File: src/rtl/net_tx_arbiter.sv
// rtl/net_tx_arbiter.sv - round-robin ARP/UDP transmit arbiter with IFG and frame truncation
module net_tx_arbiter #(
  parameter int IFG_CYCLES    = 12,
  parameter int MAX_FRAME_LEN = 1514
) (
  input  logic       logic_clk,
  input  logic       logic_rst,
  input  logic [7:0] arp_tdata_in,
  input  logic       arp_tvalid_in,
  output logic       arp_tready_out,
  input  logic       arp_tlast_in,
  input  logic [7:0] udp_tdata_in,
  input  logic       udp_tvalid_in,
  output logic       udp_tready_out,
  input  logic       udp_tlast_in,
  output logic [7:0] net_tdata_out,
  output logic       net_tvalid_out,
  input  logic       net_tready_in,
  output logic       net_tlast_out,
  output logic [1:0] net_ttype_out,
  output logic       tx_trunc_err_out,
  output logic       tx_busy_out
);

  typedef enum logic [2:0] {S_IDLE, S_ARP, S_UDP, S_DRAIN, S_GAP} state_t;

  localparam logic [15:0] MAX_LEN  = 16'(MAX_FRAME_LEN);
  localparam logic [15:0] GAP_LAST = 16'(IFG_CYCLES - 1);

  state_t      r_state, w_state_nxt;
  logic        r_src_udp, w_src_udp_nxt;
  logic        r_rr_udp_last;
  logic [15:0] r_byte_cnt, r_gap_cnt;
  logic [7:0]  r_tdata;
  logic        r_tvalid, r_tlast, r_trunc;
  logic [1:0]  r_ttype;

  logic        w_out_free, w_fwd, w_arp_tready, w_udp_tready;
  logic [7:0]  w_sel_tdata;
  logic        w_sel_tlast, w_xfer, w_load, w_trunc, w_end;
  logic [15:0] w_cnt_inc;

  assign w_out_free   = !r_tvalid || net_tready_in;
  assign w_fwd        = (r_state == S_ARP) || (r_state == S_UDP);
  // DRAIN swallows the rest of a truncated frame without touching the output register
  assign w_arp_tready = ((r_state == S_ARP) && w_out_free) || ((r_state == S_DRAIN) && !r_src_udp);
  assign w_udp_tready = ((r_state == S_UDP) && w_out_free) || ((r_state == S_DRAIN) && r_src_udp);
  assign w_sel_tdata  = r_src_udp ? udp_tdata_in : arp_tdata_in;
  assign w_sel_tlast  = r_src_udp ? udp_tlast_in : arp_tlast_in;
  assign w_xfer       = r_src_udp ? (udp_tvalid_in && w_udp_tready) : (arp_tvalid_in && w_arp_tready);
  assign w_load       = w_xfer && w_fwd;
  assign w_cnt_inc    = r_byte_cnt + 16'd1;
  assign w_trunc      = w_load && !w_sel_tlast && (w_cnt_inc == MAX_LEN);
  assign w_end        = w_xfer && w_sel_tlast;

  always_comb begin
    w_state_nxt   = r_state;
    w_src_udp_nxt = r_src_udp;
    case (r_state)
      S_IDLE: begin
        if (arp_tvalid_in && udp_tvalid_in) begin
          w_src_udp_nxt = !r_rr_udp_last;
          w_state_nxt   = r_rr_udp_last ? S_ARP : S_UDP;
        end else if (arp_tvalid_in) begin
          w_src_udp_nxt = 1'b0;
          w_state_nxt   = S_ARP;
        end else if (udp_tvalid_in) begin
          w_src_udp_nxt = 1'b1;
          w_state_nxt   = S_UDP;
        end
      end
      S_ARP, S_UDP: begin
        if (w_end)        w_state_nxt = (IFG_CYCLES == 0) ? S_IDLE : S_GAP;
        else if (w_trunc) w_state_nxt = S_DRAIN;
      end
      S_DRAIN: begin
        if (w_end) w_state_nxt = (IFG_CYCLES == 0) ? S_IDLE : S_GAP;
      end
      S_GAP: begin
        if (r_gap_cnt == GAP_LAST) w_state_nxt = S_IDLE;
      end
      default: w_state_nxt = S_IDLE;
    endcase
  end

  always_ff @(posedge logic_clk or negedge logic_rst) begin
    if (!logic_rst) begin
      r_state       <= S_IDLE;
      r_src_udp     <= 1'b0;
      r_rr_udp_last <= 1'b1;
      r_byte_cnt    <= 16'd0;
      r_gap_cnt     <= 16'd0;
      r_tdata       <= 8'd0;
      r_tvalid      <= 1'b0;
      r_tlast       <= 1'b0;
      r_ttype       <= 2'b00;
      r_trunc       <= 1'b0;
    end else begin
      r_state   <= w_state_nxt;
      r_src_udp <= w_src_udp_nxt;
      if (w_end) r_rr_udp_last <= r_src_udp;
      if ((r_state == S_IDLE) || w_end) r_byte_cnt <= 16'd0;
      else if (w_load)                  r_byte_cnt <= w_cnt_inc;
      if (r_state == S_GAP) r_gap_cnt <= r_gap_cnt + 16'd1;
      else                  r_gap_cnt <= 16'd0;
      r_trunc <= w_trunc;
      if (w_load) begin
        r_tdata  <= w_sel_tdata;
        r_tvalid <= 1'b1;
        r_tlast  <= w_sel_tlast || w_trunc;
        r_ttype  <= r_src_udp ? 2'b10 : 2'b01;
      end else if (net_tready_in) begin
        r_tvalid <= 1'b0;
        r_tlast  <= 1'b0;
        r_ttype  <= 2'b00;
      end
    end
  end

  assign arp_tready_out   = w_arp_tready;
  assign udp_tready_out   = w_udp_tready;
  assign net_tdata_out    = r_tdata;
  assign net_tvalid_out   = r_tvalid;
  assign net_tlast_out    = r_tlast;
  assign net_ttype_out    = r_ttype;
  assign tx_trunc_err_out = r_trunc;
  assign tx_busy_out      = (r_state != S_IDLE);

endmodule
File: config.mk
export PLATFORM = sky130hd
export DESIGN_NAME = net_tx_arbiter
export DESIGN_NICKNAME = d
export VERILOG_FILES = /design/src/rtl/net_tx_arbiter.sv
export SDC_FILE = /design/constraint.sdc
export NUM_CORES = 1
export LEC_CHECK = 0
export ABC_AREA = 1
export CORE_AREA = 5 5 90 92
export DETAILED_ROUTE_END_ITERATION = 10
export DIE_AREA = 0 0 95 97
export HOLD_SLACK_MARGIN = 0.05
export PLACE_DENSITY = 0.58
export SYNTH_ARGS = -nofsm -noshare
export SYNTH_HDL_FRONTEND = slang
export SYNTH_SLANG_ARGS = --single-unit
File: constraint.sdc
create_clock -name logic_clk -period 2.1 [get_ports logic_clk]
set_input_delay 0.42 -clock logic_clk [delete_from_list [all_inputs] [get_ports logic_clk]]
set_output_delay 0.42 -clock logic_clk [all_outputs]
set_load 0.05 [all_outputs]
==> impl_metrics.json <==
{
  "yosysWarningCount": 0,
  "switching_power_mw": 1.80,
  "drv_cap": 0,
  "die-height_um": 97,
  "critPathTopFamily": "buffers and inverters",
  "std_cell_rows": 31,
  "dieWidth_um": 95,
  "crit_type": "flop to output port",
  "finalCritPeriodShare_pct": 91.1,
  "critPathSlowestCell": "clkdlybuf4s50_1",
  "cts_buffer_depth": 2,
  "cts_htree_levels": 2,
  "power_switching_share_pct": 45.1,
  "fin_nets": 444,
  "syn_inst": 363,
  "pwr-share-clk_pct": 14.7,
  "start_kind": "flop",
  "final_common_cell": "nand2_1",
  "dpl.hpwl_um": 4860,
  "portBuffers": 38,
  "grt_pass1_vias": 2574,
  "fin_worst_skew_ns": 0.0110,
  "total_power_mw": 3.98,
  "async_reset_ff_share_pct": 100,
  "synthesis.area_sq_um": 2800,
  "drive_gt1_share_pct": 15.3,
  "p_per_area_nw_per_um2": 1120,
  "leakagePower_nw": 1.58,
  "grt_overflow": 0,
  "die-area_sq_um": 9220,
  "clock_sinks": 50,
  "path_clk_slew_ns": 0.10,
  "final_cell_mix": "82 x nand2_1, 48 x dfrtp_1, 41 x nor2_1",
  "antenna_found_initial": 0,
  "path_buf_inv": 1,
  "min-delay-path-class": "flop to flop",
  "critPathRequiredTime_ns": 1.68,
  "post-cts-setup-buffers": 0,
  "totalWireLength_um": 6300,
  "synth-seq-cells": 50,
  "syn-num-nets": 389,
  "gp_congestion": 0.871,
  "antenna_cells": 0,
  "drt_iter0_drc": 88,
  "clkLatencyLatePin_ns": 0.31,
  "grt_max_degree": 30,
  "cts_buffers": 5,
  "drt.antenna.violating_nets": 0,
  "p_seq_share_pct": 32.9,
  "root_buffer": "clkbuf_8",
  "combPwrFrac_pct": 52.4,
  "first_pass_iters": 4,
  "critPathMaxStageDelay_ns": 0.81,
  "fin_crit_ns": 1.91,
  "rrSetupSlack_ns": 0.22,
  "grt_pass1_wl_um": 11400,
  "crit_path_end_kind": "output port",
  "drt-vias-per-instance": 4.76,
  "vdd_ir_drop_max_uv": 869,
  "fmax_mhz": 523,
  "arrival_ns": 1.49,
  "p_int_mw": 2.18,
  "finalMaxSlewViolations": 0,
  "syn_area_per_cell_sq_um": 7.72,
  "wl_per_cell_um": 12.2,
  "critPathMaxFanout": 2,
  "vias": 2468,
  "synth_edf_count": 0,
  "drc": 0,
  "slew_headroom_pct": 65.7,
  "synth_cell_types": 36,
  "dpl_cell_area_sq_um": 3430,
  "worst_pin_slew_ns": 0.513,
  "setup_viol": 0,
  "hold_violations": 0,
  "gr-usage-all-layers_pct": 15.1,
  "areaGrowthSynthToFinish_pct": 26.9,
  "initial_core_util_pct": 39.3,
  "ys_seq_area_share_pct": 44.7,
  "core-area_sq_um": 7140,
  "fin_area_sq_um": 3560,
  "status": "completed",
  "ys.flop_type": "dfrtp_1",
  "path_cells": "clkdlybuf4s50_1",
  "cts_tree": "yes",
  "ioPinCount": 39
}
cells in the mapped netlist, types with 3 or more instances:
library cell / count / area, sq um
inv_1: 37 / 139
xor2_1: 5 / 43.8
o21ai_0: 17 / 85.1
nor4_1: 4 / 25.0
nand3_2: 5 / 50.1
buf_2: 3 / 15.0
nor2_2: 9 / 56.3
ha_1: 3 / 37.5
inv_2: 4 / 15.0
nor2_1: 41 / 154
nor3_1: 4 / 20.0
nand2_2: 6 / 37.5
nand2_1: 82 / 308
nand4_1: 5 / 31.3
nand3_1: 36 / 180
a211oi_1: 8 / 60.1
dfrtp_1: 49 / 1230
a21oi_1: 19 / 95.1
power by group through the flow:
| stage | Clock, mW | Combinational [mW] | Sequential, mW |
|---|---|---|---|
| 2_1_floorplan | 0 | 1.04 | 1.61 |
| 3_3_place_gp | 0 | 2.09 | 1.33 |
| 3_5_place_dp | 0 | 2.10 | 1.32 |
| 4_1_cts | 0.605 | 2.11 | 1.31 |
| 5_1_grt | 0.644 | 2.31 | 1.34 |
| 6_report | 0.586 | 2.08 | 1.31 |
cell type report:
type                            instances  area, sq um
Sequential cell                        50         1250
Clock inverter                          3         25.0
Inverter                               44          169
Tap cell                               99          124
Clock buffer                            5         68.8
Timing Repair Buffer                   55          548
Multi-Input combinational cell        262         1370
Fill cell                             732         3580
per-layer routing:
layer / vias up / wire, um / global-route usage [%]
li1: 1294 / - / -
met1: 1127 / 3200 / 21.3
met2: 41 / 2850 / 23.4
met3: 6 / 188 / 3.03
met4: 0 / 68 / 4.33
met5: - / 0 / 0
stage by stage:
step                      util, %  hold slack [ns]  setup TNS [ns]  std cells  setup WS [ns]
after floorplan                 -            0.124               0        363         0.0290
after global placement       48.1            0.292               0        509         0.0894
final                        49.9            0.476               0        518          0.187
after global routing         49.9            0.495       -0.000667        518      -0.000667
after detailed placement     48.1            0.291               0        509         0.0234
after CTS                    49.5            0.479               0        518          0.132
cells by family (layout without fill, tap and decap cells):
family / after synthesis / count (layout) / share of synthesized area [%]
XOR/XNOR: 7 / 7 / 2.19
buffers and inverters: 51 / 107 / 7.67
AO/OA/AOI/OAI: 51 / 51 / 10.2
adder cells (fa/ha/maj): 3 / 3 / 1.34
flip-flops: 50 / 50 / 44.7
AND/OR/NAND/NOR: 201 / 201 / 34.0
state kept, by name (all words and copies together) (netlist names):
name and count:
net_tdata_out 8, net_tlast_out 1, net_ttype_out 2, net_tvalid_out 1
r_byte_cnt 16, r_gap_cnt 16, r_rr_udp_last 1, r_src_udp 1
r_state 3, tx_trunc_err_out 1
path summary, 6_finish.rpt:
check | start | end | cells after the start
setup reg to reg | r_byte_cnt[1]$_DFFE_PN0P_ | r_state[1]$_DFFE_PN0P_ | 14
max in group asynchronous | logic_rst | r_rr_udp_last$_DFFE_PN1P_ | 3
hold / removal | r_gap_cnt[0]$_DFF_PN0_ | r_gap_cnt[0]$_DFF_PN0_ | 1
setup / recovery | net_tlast_out$_DFFE_PN0P_ | net_tlast_out | 1
hold reg to reg | r_gap_cnt[0]$_DFF_PN0_ | r_gap_cnt[0]$_DFF_PN0_ | 1
min in group asynchronous | logic_rst | r_byte_cnt[12]$_DFFE_PN0P_ | 2
repair_timing:
action,CTS,global route
hold buffers,1,0
endpoints found under the setup margin,0,4
hold endpoints to repair,5,0
gates resized for setup,0,5
Note: power is estimated with default switching activity, not from simulation.
==> RTL change 1, RTL diff (config.mk and constraints unchanged) <==
The 5 states of `state_t` get a Gray code encoding in 3 bits.
--- a/src/rtl/net_tx_arbiter.sv
+++ b/src/rtl/net_tx_arbiter.sv
@@ -22,7 +22,7 @@
   output logic       tx_busy_out
 );
 
-  typedef enum logic [2:0] {S_IDLE, S_ARP, S_UDP, S_DRAIN, S_GAP} state_t;
+  typedef enum logic [2:0] {S_IDLE = 3'b000, S_ARP = 3'b001, S_UDP = 3'b011, S_DRAIN = 3'b010, S_GAP = 3'b110} state_t;
 
   localparam logic [15:0] MAX_LEN  = 16'(MAX_FRAME_LEN);
   localparam logic [15:0] GAP_LAST = 16'(IFG_CYCLES - 1);
Function: same outputs for any inputs over 10 cycles, from zero or initial values and one cycle with logic_rst low; not proved beyond that.
==> RTL change 1 against the original RTL <==
  * Hold slack got worse by 390 ps
  * Worst setup slack lost 48 ps
  * Combinational power up 20%
  * Power grew 14%
  * Final area increased by 5.0%
  * Non-clock buffer count is 8 higher
  * Sequential cell count did not move
  * Wire length up 16%
  * Via count up 11%
  * Area after synthesis increased by 3.8%
  * Maximum frequency decreased by 2.5%
==> RTL change 1: results (changes against the original RTL) <==
- YS warnings: 0 (unchanged)
- Async SR Flop Fraction: 1.00 (unchanged)
- Skew final: 13.0 ps (+1.99 ps)
- Diode count: 0 (unchanged)
- Clock Tree Buf Depth: 2 (unchanged)
- CP top delay family: simple AND/OR/NAND/NOR gates
- Dpl ws: 7.05 ps (-16.3 ps)
- Max rail drop VDD: 0.000946 V (+8.8%)
- Run status: finished, final reports clean
- Fillers: 727 (-0.68%)
- CTS Buf Count: 5 (unchanged)
- Clock latency on the worst-skew pair: 310 ps (about the same)
- Seq/Total Area, Yosys: 0.430 (-0.0165)
- Pleak: 0.00164 uW (+4.2%)
- DR pass1 iterations: 4 (unchanged)
- Synth top area cells: dfrtp_1 (42%), nand2_1 (11%), nand3_1 (7.7%)
- Max H-tree Level: 2 (unchanged)
- Layout cells sized above 1: 0.180 (+0.0269)
- Via Count: 2732 (+11%)
- DRT iter0 DRCs: 128 (+45%)
- Worst-case headroom to the max-slew limit: 0.650 (-0.00624)
- Routed wire length: 7300 um (+16%)
- Largest stage delay on the critical path: 400 ps (-410 ps)
- Root buf cell: clkbuf_8
- Commonest cells post-synth: nand2_1 (85), dfrtp_1 (49), inv_1 (46)
- Drt wl/cell: 13.3 um (+9.0%)
- Input/output buffers: 38 (unchanged)
- Clock transition at path regs: 100 ps (about the same)
- RePlAce Congestion: 0.909 (+4.4%)
- Mean area per synthesized cell: 7.48 um2 (-3.1%)
- ANT nets after route: 0 (unchanged)
- NumNets Final: 476 (+7.2%)
- Post-synth EDFFs: 0 (unchanged)
- Worst path slowest cell: dfrtp_1
- Number of distinct library cells after synthesis: 34 (-5.6%)
- HPWL after DPL: 5380 um (+11%)
- Primary FF master, synth: dfrtp_1
- Initial antenna violation count: 0 (unchanged)
- Syn Nets: 415 (+6.7%)
- Global Route Usage Sum: 0.169 (+0.0179)
- CP Data Arrival Time: 2160 ps (+670 ps)
- Largest net degree at the start of global routing: 51 (+70%)
- CP max FO: 3 (+1)
- Global-route wire length before repair: 12700 um (+11%)
- HP Class: in -> async
- Placed Instances: 533 (+4.7%)
-- RTL change 1: cell count changes in the layout (fill, tap and decap cells not counted), sizes merged, moves of 5 or more --
cell and change:
nand3 +6, a21oi +8, inv +9, nand2 +5
nor2 -9, buf +9, nand4 +9, o21ai +5
-- RTL change 1: routing by layer --
layer / wire length [um] / GRT usage / share of wire / up-vias
met5: 0 / 0 / 0 / -
met4: 81 / 0.0477 / 0.011 / 0
met3: 317 / 0.0465 / 0.043 / 7
met2: 3450 / 0.260 / 0.47 / 53
met1: 3450 / 0.231 / 0.47 / 1275
li1: - / - / - / 1397
-- RTL change 1: timing repair --
action	in CTS	in global routing
gates resized for setup	0	14
hold buffers	0	0
endpoints found under the setup margin	0	4
buffers inserted	0	9
-- RTL change 1: through the flow --
step | area [um2] | total power (uW)
after floorplan | 2910 | 3030
after global placement | 3540 | 3960
after detailed placement | 3540 | 3960
after CTS | 3630 | 4560
after global routing | 3730 | 4900
final | 3730 | 4550
-- RTL change 1: final timing paths --
check	start	to	slack (ps)	cells after the start
max	r_gap_cnt[0]	r_gap_cnt[14]	140	12
min	logic_rst	r_byte_cnt[6]	90	2
max reg2reg	r_gap_cnt[0]	r_gap_cnt[14]	140	12
min reg2reg	r_gap_cnt[15]	r_gap_cnt[15]	460	1
max in group asynchronous	logic_rst	r_rr_udp_last	1720	2
min in group logic_clk	r_gap_cnt[15]	r_gap_cnt[15]	460	1
-- RTL change 1: layout make-up --
cell class                      instances  share of cell area
Multi-Input combinational cell        278               0.389
Tap cell                               99              0.0332
Inverter                               52              0.0523
Sequential cell                        50               0.336
Timing Repair Buffer                   63               0.165
Clock inverter                          1             0.00134
Clock buffer                            7              0.0231
-- RTL change 1: cell families after synthesis --
kind of cell             synth area share
AND/OR/NAND/NOR                     0.363
XOR/XNOR                          0.00602
adder cells (fa/ha/maj)            0.0129
AO/OA/AOI/OAI                       0.104
buffers and inverters              0.0838
flip-flops                          0.430
-- RTL change 1: power by group --
| group | internal [uW] | total (uW) | switching, uW |
|---|---|---|---|
| Sequential | 1210 | 1460 | 249 |
| Clock | 267 | 586 | 319 |
| Combinational | 939 | 2500 | 1560 |
==> RTL change 2, RTL diff (same flow settings) <==
Made on the original files. The parameter `IFG_CYCLES` goes from 12 to 8.
--- a/src/rtl/net_tx_arbiter.sv
+++ b/src/rtl/net_tx_arbiter.sv
@@ -1,6 +1,6 @@
 // rtl/net_tx_arbiter.sv - round-robin ARP/UDP transmit arbiter with IFG and frame truncation
 module net_tx_arbiter #(
-  parameter int IFG_CYCLES    = 12,
+  parameter int IFG_CYCLES    = 8,
   parameter int MAX_FRAME_LEN = 1514
 ) (
   input  logic       logic_clk,
Behaviour: no difference found for any inputs over 10 cycles, from zero or initial values and one cycle with logic_rst low; that may be too few to reach the edited logic, so the function may still have changed.
==> RTL change 2 against the original RTL <==
  * Wire length rose by 6.2%
  * Count of clock-buffer cells in the layout is 2 higher
  * Sequential power rose by 11%
  * Power increased by 12%
  * Final cell count grew 3.3%
  * Worst setup slack lost 14 ps
  * Area after synthesis increased by 1.3%
  * Via count up 3.7%
  * Sequential cell count unchanged
  * Final area is 0.98% higher
  * Critical path type unchanged
==> RTL change 2: results (changes against the original RTL) <==
- Vias in the first global route: 2549 (-0.97%)
- DR vias/cell: 4.79 (+0.43%)
- Max rail drop VDD: 0.000567 V (-35%)
- Post-CTS setup repair buffer count: 0 (unchanged)
- Diode count: 0 (unchanged)
- Initial antenna violation count: 0 (unchanged)
- GRT overflow: 0 (unchanged)
- Largest net degree at the start of global routing: 29 (-3.3%)
- Final hold slack: 131 ps (-346 ps)
- Root buf cell: clkbuf_8
- Pleak: 0.00159 uW (+0.74%)
- Layout cells sized above 1: 0.142 (-0.0105)
- Post-synth top area share: 0.432 (-0.00578)
- Non-Filler Instances: 535 (+3.3%)
- Largest stage delay on the critical path: 820 ps
- Worst-case headroom to the max-slew limit: 0.562 (-0.0952)
- Max H-tree Level: 2 (unchanged)
- DRT iter0 DRCs: 85 (-3.4%)
- Routed wire length: 6700 um (+6.2%)
- RePlAce Congestion: 0.857 (-1.6%)
- Placed Instances: 527 (+3.5%)
- Number of distinct library cells after synthesis: 31 (-14%)
- Synth top area cells: dfrtp_1 (43%), nand2_1 (12%), nand3_1 (7.6%)
- Commonest cells post-synth: nand2_1 (90), dfrtp_1 (49), inv_1 (44)
- CP max FO: 2 (unchanged)
- CP Data Arrival Time: 1510 ps (+20 ps)
- CTS Buf Count: 5 (unchanged)
- R2r setup slk: 250 ps (+30 ps)
- Seq/Total Area, Yosys: 0.441 (-0.00590)
- Global-route wire length before repair: 11900 um (+3.9%)
- HP Class: in -> async
- CP top delay family: buffers and inverters
- YS warnings: 0 (unchanged)
- Clock latency on the worst-skew pair: 310 ps (about the same)
- Worst path slowest cell: clkdlybuf4s50_1
- Clock Tree Buf Depth: 2 (unchanged)
- HPWL after DPL: 5220 um (+7.3%)
- Async SR Flop Fraction: 1.00 (unchanged)
- Skew final: 5.00 ps (-5.97 ps)
- Run status: finished, final reports clean
- Global Route Usage Sum: 0.159 (+0.00746)
- Syn Nets: 407 (+4.6%)
- Syn Inst Count: 381 (+5.0%)
- DR pass1 iterations: 4 (unchanged)
- NumNets Final: 461 (+3.8%)
- Clock transition at path regs: roughly 90 ps
- Input/output buffers: 38 (unchanged)
[RTL change 2: cell count changes after synthesis, moves of 3 or more]
cell,delta
nand2_1,+8
buf_2,+3
inv_2,-3
inv_1,+7
nand2_2,+4
nor3_1,+3
nand3_1,+7
[RTL change 2: per-stage QoR]
step,utilization,setup WS (ps),total power [uW],area (um2)
after CTS,0.501,101,4520,3570
after detailed placement,0.486,-24.5,3880,3470
after global placement,0.486,27.4,3860,3470
after floorplan,-,43.3,2980,2840
after global routing,0.504,-9.51,4830,3590
final,0.504,173,4470,3590
[RTL change 2: metal layers]
metal	wire, um	track usage
met5	0	0
met4	55	0.0400
met3	186	0.0264
met2	3360	0.262
met1	3100	0.213
[RTL change 2: layout make-up]
| type | instances | area [um2] |
|---|---|---|
| tap | 99 | 124 |
| multi-input combinational | 277 | 1390 |
| clock inverter | 1 | 8.76 |
| timing repair buffer | 55 | 546 |
| clock buffer | 7 | 96.3 |
| inverter | 46 | 173 |
| fill | 718 | 3540 |
| sequential | 50 | 1250 |
[RTL change 2: final timing paths]
kind,depth (start not counted),endpoint,from
worst max register to register,12,r_gap_cnt[14],r_gap_cnt[0]
worst max-delay path,1,net_tdata_out[4],net_tdata_out[4]
worst min-delay path,1,r_byte_cnt[2],logic_rst
min in group logic_clk,1,r_gap_cnt[0],r_gap_cnt[0]
max in group asynchronous,2,r_byte_cnt[10],logic_rst
worst min register to register,1,r_gap_cnt[0],r_gap_cnt[0]
[RTL change 2: kinds of logic after synthesis]
group | Yosys count | synth area share
flops | 50 | 0.441
fa+ha+maj | 3 | 0.0132
simple gates | 220 | 0.360
buf+inv | 54 | 0.0753
xor+xnor | 3 | 0.00925
compound gates | 51 | 0.101
[RTL change 2: worst reg2reg max path, stage by stage, from the launching register on]
cell and delay [ps]:
dfrtp_1 390, ha_1 180, nand2_1 80, inv_1 80, nand2_1 130, nor3_4 180
nand2_1 70, nor2_1 140, nand2_1 120, nor2_2 140, nand2_1 90, o21ai_1 120
a21oi_1 50
[RTL change 2: timing repair]
action / 4_1_cts / 5_1_grt
gates resized for setup: 0 / 6
endpoints found under the setup margin: 0 / 4
endpoints found under the hold margin: 0 / 0
[RTL change 2: where the power goes]
part | internal [uW] | switching, uW
Clock | 302 | 328
Sequential | 1230 | 225
Combinational | 899 | 1490
Total | 2430 | 2040
